`src/rtl/spinner_pkg.sv`:
```
// Shared types and helpers for the iterating spinner.
// SPINNER_DIR_EN adds a per-job rotate direction.
package spinner_pkg;

  typedef enum logic [1:0] {
    IDLE = 2'd0,
    BUSY = 2'd1,
    DONE = 2'd2
  } state_t;

  // source bit index feeding output bit i when rotating by a
  function automatic int rot_idx(
    input int i,
    input int a,
    input int w,
    input bit left
  );
    if (left)
      return (i - a + w) % w;
    else
      return (i + a) % w;
  endfunction

endpackage

```
`src/rtl/spinner_iter_if.sv`:
```
// Producer/consumer handshake bundle for spinner_iter.
// SPINNER_DIR_EN adds the in_left direction bit.
interface spinner_iter_if #(
  parameter int WIDTH = 8,
  parameter int RW    = 4
);
  localparam int SHW = $clog2(WIDTH);

  logic             in_valid;
  logic             in_ready;
  logic [WIDTH-1:0] in_data;
  logic [SHW-1:0]   in_amount;
  logic [RW-1:0]    in_rounds;
`ifdef SPINNER_DIR_EN
  logic             in_left;
`endif
  logic             out_valid;
  logic             out_ready;
  logic [WIDTH-1:0] out_data;
  logic             busy;

  modport master (
    output in_valid, in_data, in_amount, in_rounds,
`ifdef SPINNER_DIR_EN
    output in_left,
`endif
    output out_ready,
    input  in_ready, out_valid, out_data, busy
  );

  modport slave (
    input  in_valid, in_data, in_amount, in_rounds,
`ifdef SPINNER_DIR_EN
    input  in_left,
`endif
    input  out_ready,
    output in_ready, out_valid, out_data, busy
  );

endinterface

```
`src/rtl/spinner_iter_barrel_rotator.sv`:
```
// Combinational log-shifter rotator, one mux stage per amount bit.
// SPINNER_DIR_EN adds a left-rotate select.
module barrel_rotator
  import spinner_pkg::*;
#(
  parameter int WIDTH = 8,
  parameter int SHW   = $clog2(WIDTH)
) (
  input  logic [WIDTH-1:0] x,
  input  logic [SHW-1:0]   amt,
`ifdef SPINNER_DIR_EN
  input  logic             left,
`endif
  output logic [WIDTH-1:0] y
);

  logic [WIDTH-1:0] s [SHW+1];

  assign s[0] = x;

  for (genvar k = 0; k < SHW; k++) begin : g_stage
    for (genvar i = 0; i < WIDTH; i++) begin : g_bit
      localparam int RI = rot_idx(i, 1 << k, WIDTH, 1'b0);
`ifdef SPINNER_DIR_EN
      localparam int LI = rot_idx(i, 1 << k, WIDTH, 1'b1);
      logic src;
      assign src = left ? s[k][LI] : s[k][RI];
`else
      logic src;
      assign src = s[k][RI];
`endif
      assign s[k+1][i] = amt[k] ? src : s[k][i];
    end
  end

  assign y = s[SHW];

endmodule

```
`src/rtl/spinner_iter.sv`:
```
// Iterating rotator: rotates a word by amount once per clock for R rounds.
// SPINNER_DIR_EN enables per-job left/right direction.
module spinner_iter
  import spinner_pkg::*;
#(
  parameter int WIDTH = 8,
  parameter int RW    = 4
) (
  input  logic          clock,
  input  logic          reset,
  spinner_iter_if.slave bus
);

  localparam int SHW = $clog2(WIDTH);

  state_t           state_q, state_d;
  logic [WIDTH-1:0] data_q;
  logic [SHW-1:0]   amt_q;
  logic [RW-1:0]    cnt_q;
  logic [WIDTH-1:0] rot;
  logic             load, step;
`ifdef SPINNER_DIR_EN
  logic             left_q;
`endif

  barrel_rotator #(
    .WIDTH(WIDTH),
    .SHW  (SHW)
  ) u_rot (
    .x   (data_q),
    .amt (amt_q),
`ifdef SPINNER_DIR_EN
    .left(left_q),
`endif
    .y   (rot)
  );

  always_comb begin
    state_d       = state_q;
    bus.in_ready  = 1'b0;
    bus.out_valid = 1'b0;
    bus.busy      = 1'b0;
    load          = 1'b0;
    step          = 1'b0;
    unique case (state_q)
      IDLE: begin
        bus.in_ready = 1'b1;
        if (bus.in_valid) begin
          load    = 1'b1;
          state_d = (bus.in_rounds == '0) ? DONE : BUSY;
        end
      end
      BUSY: begin
        bus.busy = 1'b1;
        step     = 1'b1;
        if (cnt_q == RW'(1)) state_d = DONE;
      end
      DONE: begin
        bus.busy      = 1'b1;
        bus.out_valid = 1'b1;
        if (bus.out_ready) state_d = IDLE;
      end
      default: state_d = IDLE;
    endcase
  end

  assign bus.out_data = data_q;

  always_ff @(posedge clock) begin
    if (reset) begin
      state_q <= IDLE;
      data_q  <= '0;
      amt_q   <= '0;
      cnt_q   <= '0;
`ifdef SPINNER_DIR_EN
      left_q  <= 1'b0;
`endif
    end else begin
      state_q <= state_d;
      if (load) begin
        data_q <= bus.in_data;
        amt_q  <= bus.in_amount;
        cnt_q  <= bus.in_rounds;
`ifdef SPINNER_DIR_EN
        left_q <= bus.in_left;
`endif
      end else if (step) begin
        data_q <= rot;
        cnt_q  <= cnt_q - RW'(1);
      end
    end
  end

endmodule

```
`src/flat_wrapper.sv`:
```
// flat-port wrapper written by rule: the top's interface ports become plain ports
module spinner_iter_flat import spinner_pkg::*;
#(
  parameter int WIDTH = 8,
  parameter int RW    = 4
)
  (clock, reset, bus_in_valid, bus_in_data, bus_in_amount, bus_in_rounds, bus_out_ready, bus_in_ready, bus_out_valid, bus_out_data, bus_busy);
  spinner_iter_if #(.WIDTH(WIDTH), .RW(RW)) bus_i ();
  input  logic clock;
  input  logic reset;
  input wire logic [$bits(bus_i.in_valid)-1:0] bus_in_valid;
  input wire logic [$bits(bus_i.in_data)-1:0] bus_in_data;
  input wire logic [$bits(bus_i.in_amount)-1:0] bus_in_amount;
  input wire logic [$bits(bus_i.in_rounds)-1:0] bus_in_rounds;
  input wire logic [$bits(bus_i.out_ready)-1:0] bus_out_ready;
  output wire logic [$bits(bus_i.in_ready)-1:0] bus_in_ready;
  output wire logic [$bits(bus_i.out_valid)-1:0] bus_out_valid;
  output wire logic [$bits(bus_i.out_data)-1:0] bus_out_data;
  output wire logic [$bits(bus_i.busy)-1:0] bus_busy;
  assign bus_i.in_valid = bus_in_valid;
  assign bus_i.in_data = bus_in_data;
  assign bus_i.in_amount = bus_in_amount;
  assign bus_i.in_rounds = bus_in_rounds;
  assign bus_i.out_ready = bus_out_ready;
  assign bus_in_ready = bus_i.in_ready;
  assign bus_out_valid = bus_i.out_valid;
  assign bus_out_data = bus_i.out_data;
  assign bus_busy = bus_i.busy;
  spinner_iter #(.WIDTH(WIDTH), .RW(RW)) u_core (.clock(clock), .reset(reset), .bus(bus_i));
endmodule
```
`config.mk`:
```
export PLATFORM = sky130hd
export DESIGN_NAME = spinner_iter_flat
export DESIGN_NICKNAME = d
export VERILOG_FILES = /design/src/rtl/spinner_pkg.sv /design/src/rtl/spinner_iter_if.sv /design/src/rtl/spinner_iter_barrel_rotator.sv /design/src/rtl/spinner_iter.sv /design/src/flat_wrapper.sv
export SDC_FILE = /design/constraint.sdc
export NUM_CORES = 1
export LEC_CHECK = 0
export ABC_AREA = 1
export CORE_MARGIN = 2
export CORE_UTILIZATION = 45
export DETAILED_ROUTE_END_ITERATION = 7
export PLACE_DENSITY_LB_ADDON = 0.05
export SYNTH_ARGS = -nofsm -noshare
export SYNTH_HDL_FRONTEND = slang
export SYNTH_SLANG_ARGS = --single-unit
```
`constraint.sdc`:
```
create_clock -name clock -period 2.2 [get_ports clock]
set_clock_uncertainty 0.1 [all_clocks]
set_input_delay 0.44 -clock clock [delete_from_list [all_inputs] [get_ports clock]]
set_output_delay 0.44 -clock clock [all_outputs]
set_load 0.005 [all_outputs]
```
After elaboration in Yosys (flattened, before gate mapping)
Index checks and enable logic that the tools add are counted.
Storage, ports and cells
  output and inout bits: 11
  bits in registers: 17
  logic and storage cells: 55
Cells by class
  reductions and logical operators: 5
  equal/unequal tests: 6
  mux-type cells: 39
  add/sub/neg operators: 1
Operators by type and width (count)
  1-bit two-way mux: 30
  8-bit two-way mux: 2
  2-bit two-way mux: 4
  4-bit two-way mux: 2
  2-bit case mux with 3 select lines: 1
  4-bit by 1-bit == test with 1-bit output, second input constant: 1
  4-bit zero test: 1
  2-bit != test, second input constant: 2
  4-bit by 1-bit subtractor with 4-bit output, second input constant: 1
  3-bit AND reduction: 1
  2-bit by 1-bit == test with 1-bit output, second input constant: 1
  2-bit == test, second input constant: 1
  2-bit zero test: 1
  2-bit by 1-bit != test with 1-bit output, second input constant: 1
  2-bit nonzero test: 1
  2-bit OR reduction: 1

Depth between registers and ports, before layout
Gate-level depths: netlist of run 1.
  depth after elaboration: 5
  mapped depth: 11

Modules after synthesis
A second synthesis of run 1 with hierarchy kept.
Unflattened totals
  cells, all modules: 201
  area, all modules: 1293.7 um^2
By module, submodules not included
  spinner_iter: area each 957.2 um^2, cells each 139, times used 1, sequential area each 340.3 um^2
  barrel_rotator: area each 336.6 um^2, cells each 62, times used 1, sequential area each 0.0 um^2

Worst setup path after synthesis of run 1
OpenSTA, ideal clock, no wires.
  kind: register to register
  from: reg u_core.state_q[0]
  to: reg u_core.data_q[0] (netlist: u_core.bus.out_data[0])
  cell stages (with the launch flop): 10
  arrival: 1257 ps
  path buffers: 1
  library setup time: 109 ps
  period minus slack after synthesis: 1466 ps
  slack: 734 ps
  cells stage by stage: dfxtp_1 > inv_1 > ha_1 > nand2_4 > nand2_4 > buf_6 > o21ai_0 > inv_1 > nand2_1 > inv_1
Between the ends
  cells in the longest elaborated chain, start to end: 3
  elaborated cells on any way between the ends: 6
  those cells by class: eq/ne: 1; mux: 3; reduce/logical: 2
Ends and longest elaborated chain
  from (decl): RTL line spinner_iter.sv:16  | state_t state_q, state_d;
  from (signal assigned): RTL line spinner_iter.sv:79  | state_q <= state_d;
  2-bit by 1-bit == test with 1-bit output / 2-bit zero test (equally long branches): RTL line spinner_iter.sv:45  | unique case (state_q)
  1-bit two-way mux: RTL line spinner_iter.sv:45
  2-bit nonzero test (no line) / 8-bit two-way mux (equally long branches)
  to (signal assigned): RTL line spinner_iter.sv:81  | data_q <= bus.in_data;
  to (signal assigned): RTL line spinner_iter.sv:88  | data_q <= rot;
  to (decl): RTL line spinner_iter.sv:17  | logic [WIDTH-1:0] data_q;
Several ways; a longest one is shown, not always the timed one.
A chain may end at the register's enable or synchronous reset.

Final worst setup path of run 1
  from: reg u_core.state_q[0]
  to: out bus_busy
Between the ends
  cells in the longest elaborated chain, start to end: 3
  elaborated cells on any way between the ends: 4
  those cells by class: eq/ne: 2; mux: 1; reduce/logical: 1
Ends and longest elaborated chain
  2-bit by 1-bit == test with 1-bit output / 2-bit == test (equally long branches): RTL line spinner_iter.sv:45
  2-bit OR reduction (no line) *
  1-bit two-way mux *: RTL line spinner_iter.sv:45
  to (decl): RTL line flat_wrapper.sv:19  | output wire logic [$bits(bus_i.busy)-1:0] bus_busy;
Mark *: on every way between the ends. The rest lies on a longest branch, timed or not.

==> reports/qor_table.md, run 1 <==
| Item | Reported | Unit |
| --- | --- | --- |
| Achievable Freq | 489 | MHz |
| Worst VDD drop | 0.772 | mV |
| Number of levels the H-tree was split into | 1 | - |
| Number of post-CTS setup repair buffers | 0 | - |
| Maximum capacitance violations | 0 | - |
| Total of flip-flops plus latches after synthesis | 17 | - |
| Switching power total | 1.01 | mW |
| Clock share of power | 8.2 | % |
| Origin of the worst min-delay path | u_core.state_q[1] | - |
| Core footprint | 2780 | um^2 |
| Max Fanout on Critical Path | 4 | - |
| Type of the worst min-delay path | flip-flop to flip-flop | - |
| Initial Util | 47.5 | % |
| Net Count, Synth | 230 | - |
| Synth Instances | 205 | - |
| DRT Wirelength | 3.04 | mm |
| CTS tree | built | - |
| First-pass GRT wire length | 5.13 | mm |
| Cells taking the most area after synthesis | dfxtp_1 26%, nand3_1 14%, nand2_1 13%, inv_1 11%, o21ai_0 6.1% | - |
| Area share of the largest cell type after synthesis | 25.7 | % |
| Final Hold Vio Count | 0 | - |
| Half-perimeter wire length after placement | 2.35 | mm |
| Required time at the endpoint of the critical path | 1660 | ps |
| Number of nets still failing antenna checks after routing | 0 | - |
| Part of the cycle the worst path needs | 93.0 | % |
| Maximum number of pins on one net before global-route repair | 20 | - |
| Arrival time at the worst endpoint | 1510 | ps |
| Die area | 3390 | um^2 |
| TritonCTS sink count | 17 | - |
| Floorplan die height | 58.2 | um |
| Standard-cell rows | 19 | - |
| Synth Cell Area | 1320 | um^2 |
| Grt ovf | 0 | - |
| Endpoint of the worst register-to-register path | u_core.bus.out_data[5] | - |
| Final setup violating endpoints | 0 | - |
| Switching part of the total | 47.5 | % |
| Average via count per standard cell | 4.97 | - |
| Vias in the first global route | 1182 | - |
| Port buffer count | 29 | - |
| Setup TNS | 0 | ps |
| Setup repair after global routing missed its margin | no | - |
| Portion of total power attributed to combinational logic | 64.5 | % |
| Gp weighted congestion | 0.882 | - |
| Number of max-slew violations in the final report | 0 | - |
| Syn. warnings | 0 | - |
| Number of antenna repair diodes | 0 | - |
| Final core utilization | 58.7 | % |
| Worst hold path stage count | 2 | - |
| R2R depth | 9 | - |
| Crit Reg-Reg Startpoint | u_core.state_q[0] | - |
| Proportion of layout cells with a drive suffix above 1 | 12.0 | % |
| Post-route setup slack | 155 | ps |
| Worst-margin pin slew | 466 | ps |
| Num CTS Buffers | 3 | - |
| Drt first pass iters | 4 | - |
| Place WS | 377 | ps |
| Starting DRT DRC Count | 39 | - |
| Most common cell after layout, fill and taps aside | nand2_1 | - |
| Cell type with the largest total area after synthesis | dfxtp_1 | - |
| Worst skew pair latency | 290 | ps |
| Worst Hold Path EP | u_core.state_q[1] | - |
| WL/cell | 11.5 | um |
| Number of nets in the final layout | 259 | - |
| Slew Limit Headroom | 68.9 | % |
| Most used cells in the layout excluding fill and tap cells | 45 x nand2_1, 38 x inv_1, 37 x nand3_1, 29 x clkdlybuf4s50_1, 17 x dfxtp_1 | - |
| Synthesis-to-layout area growth | 23.5 | % |
| Die extent in x | 58.2 | um |
| Total leakage power | 0.832 | nW |
| Avg Inst Size Synth | 6.45 | um^2 |
| PwrDens | 1300 | nW/um^2 |
| Critical Path Source Type | flip-flop | - |
| I/O pin count | 30 | - |
| Number of hold buffers added after CTS | 0 | - |
| Result of the run | finished clean | - |
| Register-to-register setup slack | 590 | ps |
| Distinct cells, synth | 24 | - |
| Proportion of power drawn by flip-flops and latches | 27.4 | % |
| Type of element capturing the critical path | output pin | - |
| Total track usage | 19.3 | % |
| Crit path time final | 2050 | ps |
| Post-synthesis sequential area ratio | 25.7 | % |
| Number of buffers on the longest clock path | 2 | - |
| Clk slew on worst S/H paths | 100 | ps |
| Final Total Pwr | 2.12 | mW |
| Worst setup path category | flip-flop to output pin | - |
| Resize count post-CTS | 0 | - |
| Buffer type at the clock tree root | clkbuf_4 | - |
| Number of antenna violations at the first check in global routing | 0 | - |
| Post-detailed-route DRC marker count | 0 | - |
| Pint | 1.11 | mW |
| Routed via count | 1312 | - |
==> sequential cells by signal, summed over array words and instances (netlist names) <==
register             flops
u_core.state_q           2
u_core.bus.out_data      8
u_core.amt_q             3
u_core.cnt_q             4
==> per-stage QoR <==
step	hold WS (ps)	cells	area (um^2)
6_report	445	264	1630
5_1_grt	474	264	1630
4_1_cts	449	264	1630
3_5_place_dp	416	260	1610
3_3_place_gp	412	260	1610
2_1_floorplan	377	205	1320
==> cell usage after synthesis <==
master     n
dfxtp_1   17
nand2_1   45
buf_12     1
buf_6      1
inv_1     38
nand3b_1   1
buf_2      2
nand4_1    1
nand2_2    8
o21ai_0   16
o21ai_2    1
a21oi_1    5
ha_1       6
nand3_1   37
nor2_1     6
inv_2      3
nand3_2    7
xor2_1     1
nand2_4    2
o21ai_1    2
inv_8      1
nor2_4     2
buf_1      1
a21oi_2    1
==> logic make-up (layout without fill, tap and decap cells) <==
logic type                 Yosys count  count (layout)  synth area share [%]
AOI/OAI and AO/OA                   25              25                  10.0
xor gates and xnor gates             1               1                 0.662
adders and majority gates            6               6                  5.68
buffers and inverters               47              75                  15.9
DFF                                 17              17                  25.7
and+or+nand+nor                    109             109                  42.0
==> area by class of cell <==
class / count / area, um^2
multi-input cells: 141 / 772
repair buffers: 29 / 290
well taps: 31 / 38.8
flip-flops and latches: 17 / 340
clock buffers: 4 / 26.3
inverters: 42 / 165
fillers: 290 / 1150
==> how the worst max path moves through the flow <==
stage	slack, ps	to	from	cells past startpoint
after floorplan	730	u_core.bus.out_data[0]	u_core.state_q[0]	9
after detailed placement	380	u_core.bus.out_data[1]	bus_in_valid	8
after global placement	400	u_core.bus.out_data[4]	bus_in_valid	8
final	150	bus_busy	u_core.state_q[0]	3
after global routing	90	bus_busy	u_core.state_q[1]	3
after CTS	130	bus_busy	u_core.state_q[0]	3
==> power groups by stage <==
stage          registers [mW]  clock network, mW  logic [mW]
3_5_place_dp            0.585                  0        1.36
3_3_place_gp            0.581                  0        1.33
5_1_grt                 0.599              0.195        1.56
6_report                0.579              0.173        1.37
4_1_cts                 0.579              0.180        1.37
2_1_floorplan           0.542                  0        1.02
==> worst max-delay path: stages, from the launching register on <==
cell	delay, ps
dfxtp_1	350
inv_1	90
ha_1	280
clkdlybuf4s50_1	490
==> routing by layer <==
layer  wire length [um]  track usage (%)
met4                 16             5.65
met5                  0                0
met1               1550             26.9
met2               1380             31.0
met3                 97             2.90
Power figures use the tool's default switching activity.
==> run 2: changes to the inputs <==
--- a/config.mk
+++ b/config.mk
@@ -7,9 +7,10 @@
 export LEC_CHECK = 0
 export ABC_AREA = 1
 export CORE_MARGIN = 2
-export CORE_UTILIZATION = 45
+export CORE_UTILIZATION = 50
 export DETAILED_ROUTE_END_ITERATION = 7
 export PLACE_DENSITY_LB_ADDON = 0.05
+export SETUP_SLACK_MARGIN = 0.4
 export SYNTH_ARGS = -nofsm -noshare
 export SYNTH_HDL_FRONTEND = slang
 export SYNTH_SLANG_ARGS = --single-unit
==> constraint.sdc (replaced) <==
create_clock -name clock -period 2.1 [get_ports clock]
set_clock_uncertainty 0.1 [all_clocks]
set_input_delay 0.42 -clock clock [delete_from_list [all_inputs] [get_ports clock]]
set_output_delay 0.42 -clock clock [all_outputs]
set_load 0.005 [all_outputs]
==> reports/qor_table.md, run 2 (synthesis gave the netlist of run 1 again) <==
| Item | Reported | Unit | vs previous |
| --- | --- | --- | --- |
| TritonCTS sink count | 17 | - | unchanged |
| Gp weighted congestion | 0.948 | - | +7.4% |
| Most used cells in the layout excluding fill and tap cells | 45 x nand2_1, 37 x nand3_1, 36 x inv_1, 22 x clkdlybuf4s50_1, 16 x o21ai_0 | - |  |
| Result of the run | finished clean | - |  |
| Maximum capacitance violations | 0 | - | unchanged |
| Final setup violating endpoints | 0 | - | unchanged |
| Vias in the first global route | 1244 | - | +5.2% |
| Floorplan die height | 55.4 | um | -4.8% |
| Switching part of the total | 47.8 | % | +0.29 points |
| Final Hold Vio Count | 0 | - | unchanged |
| Number of nets still failing antenna checks after routing | 0 | - | unchanged |
| Max Used Layer | met4 | - |  |
| Crit path time final | 1670 | ps |  |
| WL/cell | 12.3 | um | +6.9% |
| Routed wire length on met3 | 289 | um | +200% |
| Stage delay of the slowest cell on the critical path | 350 | ps | -140 ps |
| Pint | 1.21 | mW | +8.6% |
| Number of antenna repair diodes | 0 | - | unchanged |
| Achievable Freq | 599 | MHz |  |
| Arrival time at the worst endpoint | 1150 | ps | -360 ps |
| Number of buffers on the longest clock path | 2 | - | unchanged |
| Required time at the endpoint of the critical path | 1580 | ps | -80 ps |
| Type of the worst min-delay path | flip-flop to flip-flop | - |  |
| Origin of the worst min-delay path | u_core.state_q[0] | - |  |
| Die extent in x | 55.4 | um | -4.8% |
| Crit Reg-Reg Startpoint | u_core.state_q[0] | - |  |
| Part of the cycle the worst path needs | 79.5 | % |  |
| Number of placed instances, taps included | 259 | - | -0.38% |
| Half-perimeter wire length after placement | 2.37 | mm | +1.1% |
| Worst Hold Path EP | u_core.state_q[0] | - |  |
| Port buffer count | 29 | - | unchanged |
| Slew Limit Headroom | 70.6 | % | +1.7 points |
| Standard-cell rows | 18 | - | -1 |
| Number of levels the H-tree was split into | 1 | - | unchanged |
| Switching power total | 1.11 | mW | +9.8% |
| Portion of total power attributed to combinational logic | 65.4 | % | +0.9 points |
| First-pass GRT wire length | 5.38 | mm | +5.0% |
| Proportion of layout cells with a drive suffix above 1 | 20.5 | % | +8.5 points |
| Area taken by flip-flops and latches | 353 | um^2 | +3.7% |
| Cell Count, Final, Fillers Out | 269 | - | +1.9% |
| Setup repair after global routing missed its margin | no | - |  |
| Drt first pass iters | 5 | - | +1 |
| Die area | 3070 | um^2 | -9.3% |
| Number of antenna violations at the first check in global routing | 0 | - | unchanged |
| Slowest library cell on the worst path | dfxtp_2 | - |  |
| Routed length on met1 | 1.49 | mm | -3.6% |
| Filler cell count | 243 | - | -16% |
| Total leakage power | 0.917 | nW | +10% |
| CTS tree | built | - |  |
| DRT Wirelength | 3.31 | mm | +8.9% |
| Maximum number of pins on one net before global-route repair | 20 | - | unchanged |
| Worst VDD drop | 0.964 | mV | +25% |
| Max Fanout on Critical Path | 4 | - | unchanged |
| Setup TNS | 0 | ps | unchanged |
| Total track usage | 21.4 | % | +2.0 points |
| Grt ovf | 0 | - | unchanged |
| Number of nets in the final layout | 265 | - | +2.3% |
| Routed via count | 1401 | - | +6.8% |
| Multi-input logic area | 777 | um^2 | +0.65% |
| Clk slew on worst S/H paths | 110 | ps | about the same |
| Starting DRT DRC Count | 63 | - | +62% |
| Number of max-slew violations in the final report | 0 | - | unchanged |
| Cells traversed along the worst timing path | inv_2, ha_2, dlygate4sd2_1 | - |  |
| Total length of routed met2 wires | 1.48 | mm | +7.5% |
| Buffer type at the clock tree root | clkbuf_4 | - |  |
| Register-to-register setup slack | 520 | ps | -70 ps |
| Average via count per standard cell | 5.21 | - | +4.8% |
| Worst setup path category | flip-flop to output pin | - |  |
| Number of hold buffers added after CTS | 0 | - | unchanged |
| R2R depth | 9 | - | unchanged |
| Hold WS | 416 | ps | -29.6 ps |
| Endpoint of the worst register-to-register path | u_core.bus.out_data[6] | - |  |
| Proportion of power drawn by flip-flops and latches | 26.4 | % | -1.0 points |
| Worst-margin pin slew | 440 | ps | -25.8 ps |
| PwrDens | 1370 | nW/um^2 | +5.3% |
| Worst skew pair latency | 300 | ps | about the same |
| Core footprint | 2500 | um^2 | -10% |
| Synthesis-to-layout area growth | 28.0 | % |  |
| Num CTS Buffers | 3 | - | unchanged |
| I/O pin count | 30 | - | unchanged |
| Worst hold path stage count | 2 | - | unchanged |
| Initial Util | 52.9 | % | +5.4 points |
| Post-detailed-route DRC marker count | 0 | - | unchanged |
| Type of element capturing the critical path | output pin | - |  |
| Critical Path Source Type | flip-flop | - |  |
| Flip-flop count of the largest register, all copies and words added | 8 | - | unchanged |
| Clock share of power | 8.3 | % | about the same |
| Most common cell after layout, fill and taps aside | nand2_1 | - |  |
-- run 2: routing by layer --
| layer | up-vias | track usage (%) |
|---|---|---|
| met3 | 6 | 3.98 |
| met5 | - | 0 |
| met1 | 613 | 29.3 |
| met2 | 71 | 33.2 |
| met4 | 0 | 8.01 |
| li1 | 711 | - |
-- run 2: area by class of cell --
class	count	share of cell area, %
Sequential cell	17	20.8
Inverter	42	9.76
Timing Repair Buffer	35	19.7
Multi-Input combinational cell	141	45.9
Tap cell	30	2.22
Clock buffer	4	1.55
-- run 2: timing repair --
action | 4_1_cts | 5_1_grt
pin swaps | 0 | 0
endpoints found under the setup margin | 11 | 7
gates cloned | 0 | 0
resized for setup | 18 | 5
buffers inserted | 3 | 3
-- run 2: worst max path at each step --
stage | start | to | slack [ps] | cells after the start
6_report | u_core.state_q[0] | bus_out_valid | 430 | 3
5_1_grt | u_core.bus.out_data[5] | bus_out_data[5] | 400 | 1
4_1_cts | u_core.state_q[0] | bus_busy | 350 | 3
3_5_place_dp | bus_in_valid | u_core.bus.out_data[2] | 270 | 8
3_3_place_gp | bus_in_valid | u_core.bus.out_data[2] | 320 | 8
2_1_floorplan | u_core.state_q[0] | u_core.bus.out_data[0] | 630 | 9
-- run 2: per-stage QoR --
stage	instance area, um^2	total power [mW]	setup slack, ps	util, %
6_report	1690	2.31	431	67.7
5_1_grt	1690	2.53	400	67.7
4_1_cts	1670	2.27	348	66.7
3_5_place_dp	1610	2.05	271	64.2
3_3_place_gp	1610	2.00	322	64.2
2_1_floorplan	1320	1.63	634	-
-- run 2: power groups by stage --
stage | clock network, mW | logic (mW) | registers (mW)
after floorplan | 0 | 1.06 | 0.568
after global placement | 0 | 1.39 | 0.612
after detailed placement | 0 | 1.44 | 0.614
after CTS | 0.188 | 1.46 | 0.619
after global routing | 0.204 | 1.70 | 0.625
final | 0.191 | 1.51 | 0.610
-- run 2: critical path: cells and delay by family, from the launching register on --
family	cells	cell delay (ps)
DFF	1	350
buffers and inverters	2	310
adders and majority gates	1	180
==> run 3: changes to the inputs <==
--- a/config.mk
+++ b/config.mk
@@ -7,7 +7,7 @@
 export LEC_CHECK = 0
 export ABC_AREA = 1
 export CORE_MARGIN = 2
-export CORE_UTILIZATION = 50
+export CORE_UTILIZATION = 45
 export DETAILED_ROUTE_END_ITERATION = 7
 export PLACE_DENSITY_LB_ADDON = 0.05
 export SETUP_SLACK_MARGIN = 0.4
==> constraint.sdc (replaced) <==
create_clock -name clock -period 1.5 [get_ports clock]
set_clock_uncertainty 0.1 [all_clocks]
set_input_delay 0.3 -clock clock [delete_from_list [all_inputs] [get_ports clock]]
set_output_delay 0.3 -clock clock [all_outputs]
set_load 0.005 [all_outputs]
==> reports/qor_table.md, run 3 (synthesis gave the netlist of run 1 again) <==
| Item | Reported | Unit | vs previous |
| --- | --- | --- | --- |
| Result of the run | finished with violations | - |  |
| First-pass GRT wire length | 6.63 | mm | +23% |
| CTS tree | built | - |  |
| WL/cell | 14.2 | um | +16% |
| Die extent in x | 58.2 | um | +5.0% |
| Floorplan die height | 58.2 | um | +5.0% |
| Synthesis-to-layout area growth | 64.7 | % |  |
| Critical Path Source Type | flip-flop | - |  |
| TritonCTS sink count | 17 | - | unchanged |
| Buffer type at the clock tree root | clkbuf_4 | - |  |
| Switching power total | 2.19 | mW | +98% |
| Total leakage power | 1.07 | nW | +16% |
| Startpoint of the worst setup timing path | u_core.state_q[1] | - |  |
| Arrival time at the worst endpoint | 1140 | ps | about the same |
| Maximum number of pins on one net before global-route repair | 17 | - | -15% |
| Origin of the worst min-delay path | u_core.state_q[0] | - |  |
| Standard-cell rows | 19 | - | +1 |
| Half-perimeter wire length after placement | 2.39 | mm | +0.85% |
| PwrDens | 2090 | nW/um^2 | +53% |
| Number of max-slew violations in the final report | 0 | - | unchanged |
| Pint | 2.35 | mW | +95% |
| Maximum capacitance violations | 0 | - | unchanged |
| Max Fanout on Critical Path | 2 | - | -2 |
| Average via count per standard cell | 5.51 | - | +5.9% |
| Worst setup path category | flip-flop to output pin | - |  |
| Type of the worst min-delay path | flip-flop to flip-flop | - |  |
| Crit Reg-Reg Startpoint | u_core.state_q[1] | - |  |
| Achievable Freq | 650 | MHz |  |
| Worst VDD drop | 1.67 | mV | +74% |
| Number of levels the H-tree was split into | 1 | - | unchanged |
| Die area | 3390 | um^2 | +10% |
| Type of element capturing the critical path | output pin | - |  |
| Setup TNS | -181 | ps | -181 ps |
| Number of buffers on the longest clock path | 2 | - | unchanged |
| Required time at the endpoint of the critical path | 1100 | ps | -480 ps |
| Most used cells in the layout excluding fill and tap cells | 35 x nand2_1, 33 x inv_1, 29 x nand3_1, 18 x clkdlybuf4s50_1, 16 x buf_4 | - |  |
| Area taken by flip-flops and latches | 353 | um^2 | unchanged |
| Number of antenna repair diodes | 0 | - | unchanged |
| Area post-placement | 1690 | um^2 | +5.4% |
| Total track usage | 25.2 | % | +3.9 points |
| Hold WS | 427 | ps | +11.3 ps |
| Initial Util | 47.5 | % | -5.4 points |
| Post-route setup slack | -39.6 | ps | -471 ps |
| Final std cell area, no fill | 2180 | um^2 | +29% |
| Final setup violating endpoints | 7 | - | +7 |
| Final Hold Vio Count | 0 | - | unchanged |
| Port buffer count | 29 | - | unchanged |
| Worst skew pair latency | 290 | ps | about the same |
| Drt first pass iters | 4 | - | -1 |
| Vias in the first global route | 1550 | - | +25% |
| DRT Wirelength | 4.19 | mm | +27% |
| Worst-margin pin slew | 365 | ps | -74.6 ps |
| Filler cell count | 193 | - | -21% |
| Number of nets in the final layout | 289 | - | +9.1% |
| Core footprint | 2780 | um^2 | +11% |
| Crit path time final | 1540 | ps |  |
| Starting DRT DRC Count | 82 | - | +30% |
| Number of antenna violations at the first check in global routing | 0 | - | unchanged |
| Multi-input logic area | 1050 | um^2 | +35% |
| Grt ovf | 0 | - | unchanged |
| Failing checks | setup timing | - |  |
| I/O pin count | 30 | - | unchanged |
| Proportion of power drawn by flip-flops and latches | 18.2 | % | -8.2 points |
| Portion of total power attributed to combinational logic | 76.1 | % | +11 points |
| Slew Limit Headroom | 75.6 | % | +5.0 points |
| Number of hold buffers added after CTS | 0 | - | unchanged |
| Post-detailed-route DRC marker count | 0 | - | unchanged |
| Gp weighted congestion | 0.844 | - | -11% |
| Most common cell after layout, fill and taps aside | nand2_1 | - |  |
| Proportion of layout cells with a drive suffix above 1 | 46.8 | % | +26 points |
| Flip-flop count of the largest register, all copies and words added | 8 | - | unchanged |
| Clock share of power | 5.7 | % | -2.6 points |
| Num CTS Buffers | 3 | - | unchanged |
| Part of the cycle the worst path needs | 103 | % |  |
| Routed via count | 1621 | - | +16% |
| Switching part of the total | 48.3 | % | +0.45 points |
| Clk slew on worst S/H paths | 100 | ps | about the same |
| Number of nets still failing antenna checks after routing | 0 | - | unchanged |
| Setup repair after global routing missed its margin | yes | - |  |
## run 3: worst paths after layout
path,slack [ps],endpoint,cells past startpoint
min,430,u_core.state_q[0],2
min reg2reg,430,u_core.state_q[0],2
max,-40,bus_out_valid,4
max reg2reg,-30,u_core.bus.out_data[0],10
## run 3: repair_timing
| item | CTS | global route |
|---|---|---|
| pin swaps | 24 | 10 |
| cloned | 4 | 0 |
| endpoints found under the setup margin | 28 | 28 |
| gates resized for setup | 101 | 21 |
| setup buffers | 18 | 3 |
## run 3: power groups by stage
stage                     Clock (mW)  Combinational (mW)  Sequential, mW
after floorplan                    0                1.60           0.810
after global placement             0                2.13           0.857
after detailed placement           0                2.17           0.870
after CTS                      0.266                3.11           0.816
after global routing           0.279                3.73           0.845
final                          0.260                3.46           0.826
## run 3: cell type report
cell class / instances / share of cell area, %
clock buffers: 4 / 1.21
inverters: 42 / 8.50
well taps: 31 / 1.78
repair buffers: 55 / 24.2
flip-flops and latches: 17 / 16.2
multi-input cells: 145 / 48.1
## run 3: critical path: stages, from the launching register on
cell and delay, ps:
dfxtp_2 350, buf_4 130, buf_6 110, ha_4 150, buf_6 110
## run 3: stage by stage
step / std cells / setup slack [ps] / total power [mW] / util [%]
global route: 294 / -117 / 4.86 / 78.3
global placement: 265 / -167 / 2.98 / 60.8
CTS: 291 / -44.9 / 4.19 / 74.7
finish: 294 / -39.6 / 4.54 / 78.3
detailed placement: 265 / -199 / 3.04 / 60.8
floorplan: 205 / 174 / 2.41 / -
## run 3: routing by layer
| layer | GRT usage (%) | vias to the layer above | share of wire, % |
|---|---|---|---|
| met4 | 11.3 | 0 | 4.4 |
| met3 | 2.23 | 24 | 5.8 |
| li1 | - | 774 | - |
| met1 | 28.3 | 743 | 36 |
| met5 | 0 | - | 0 |
| met2 | 47.7 | 80 | 54 |
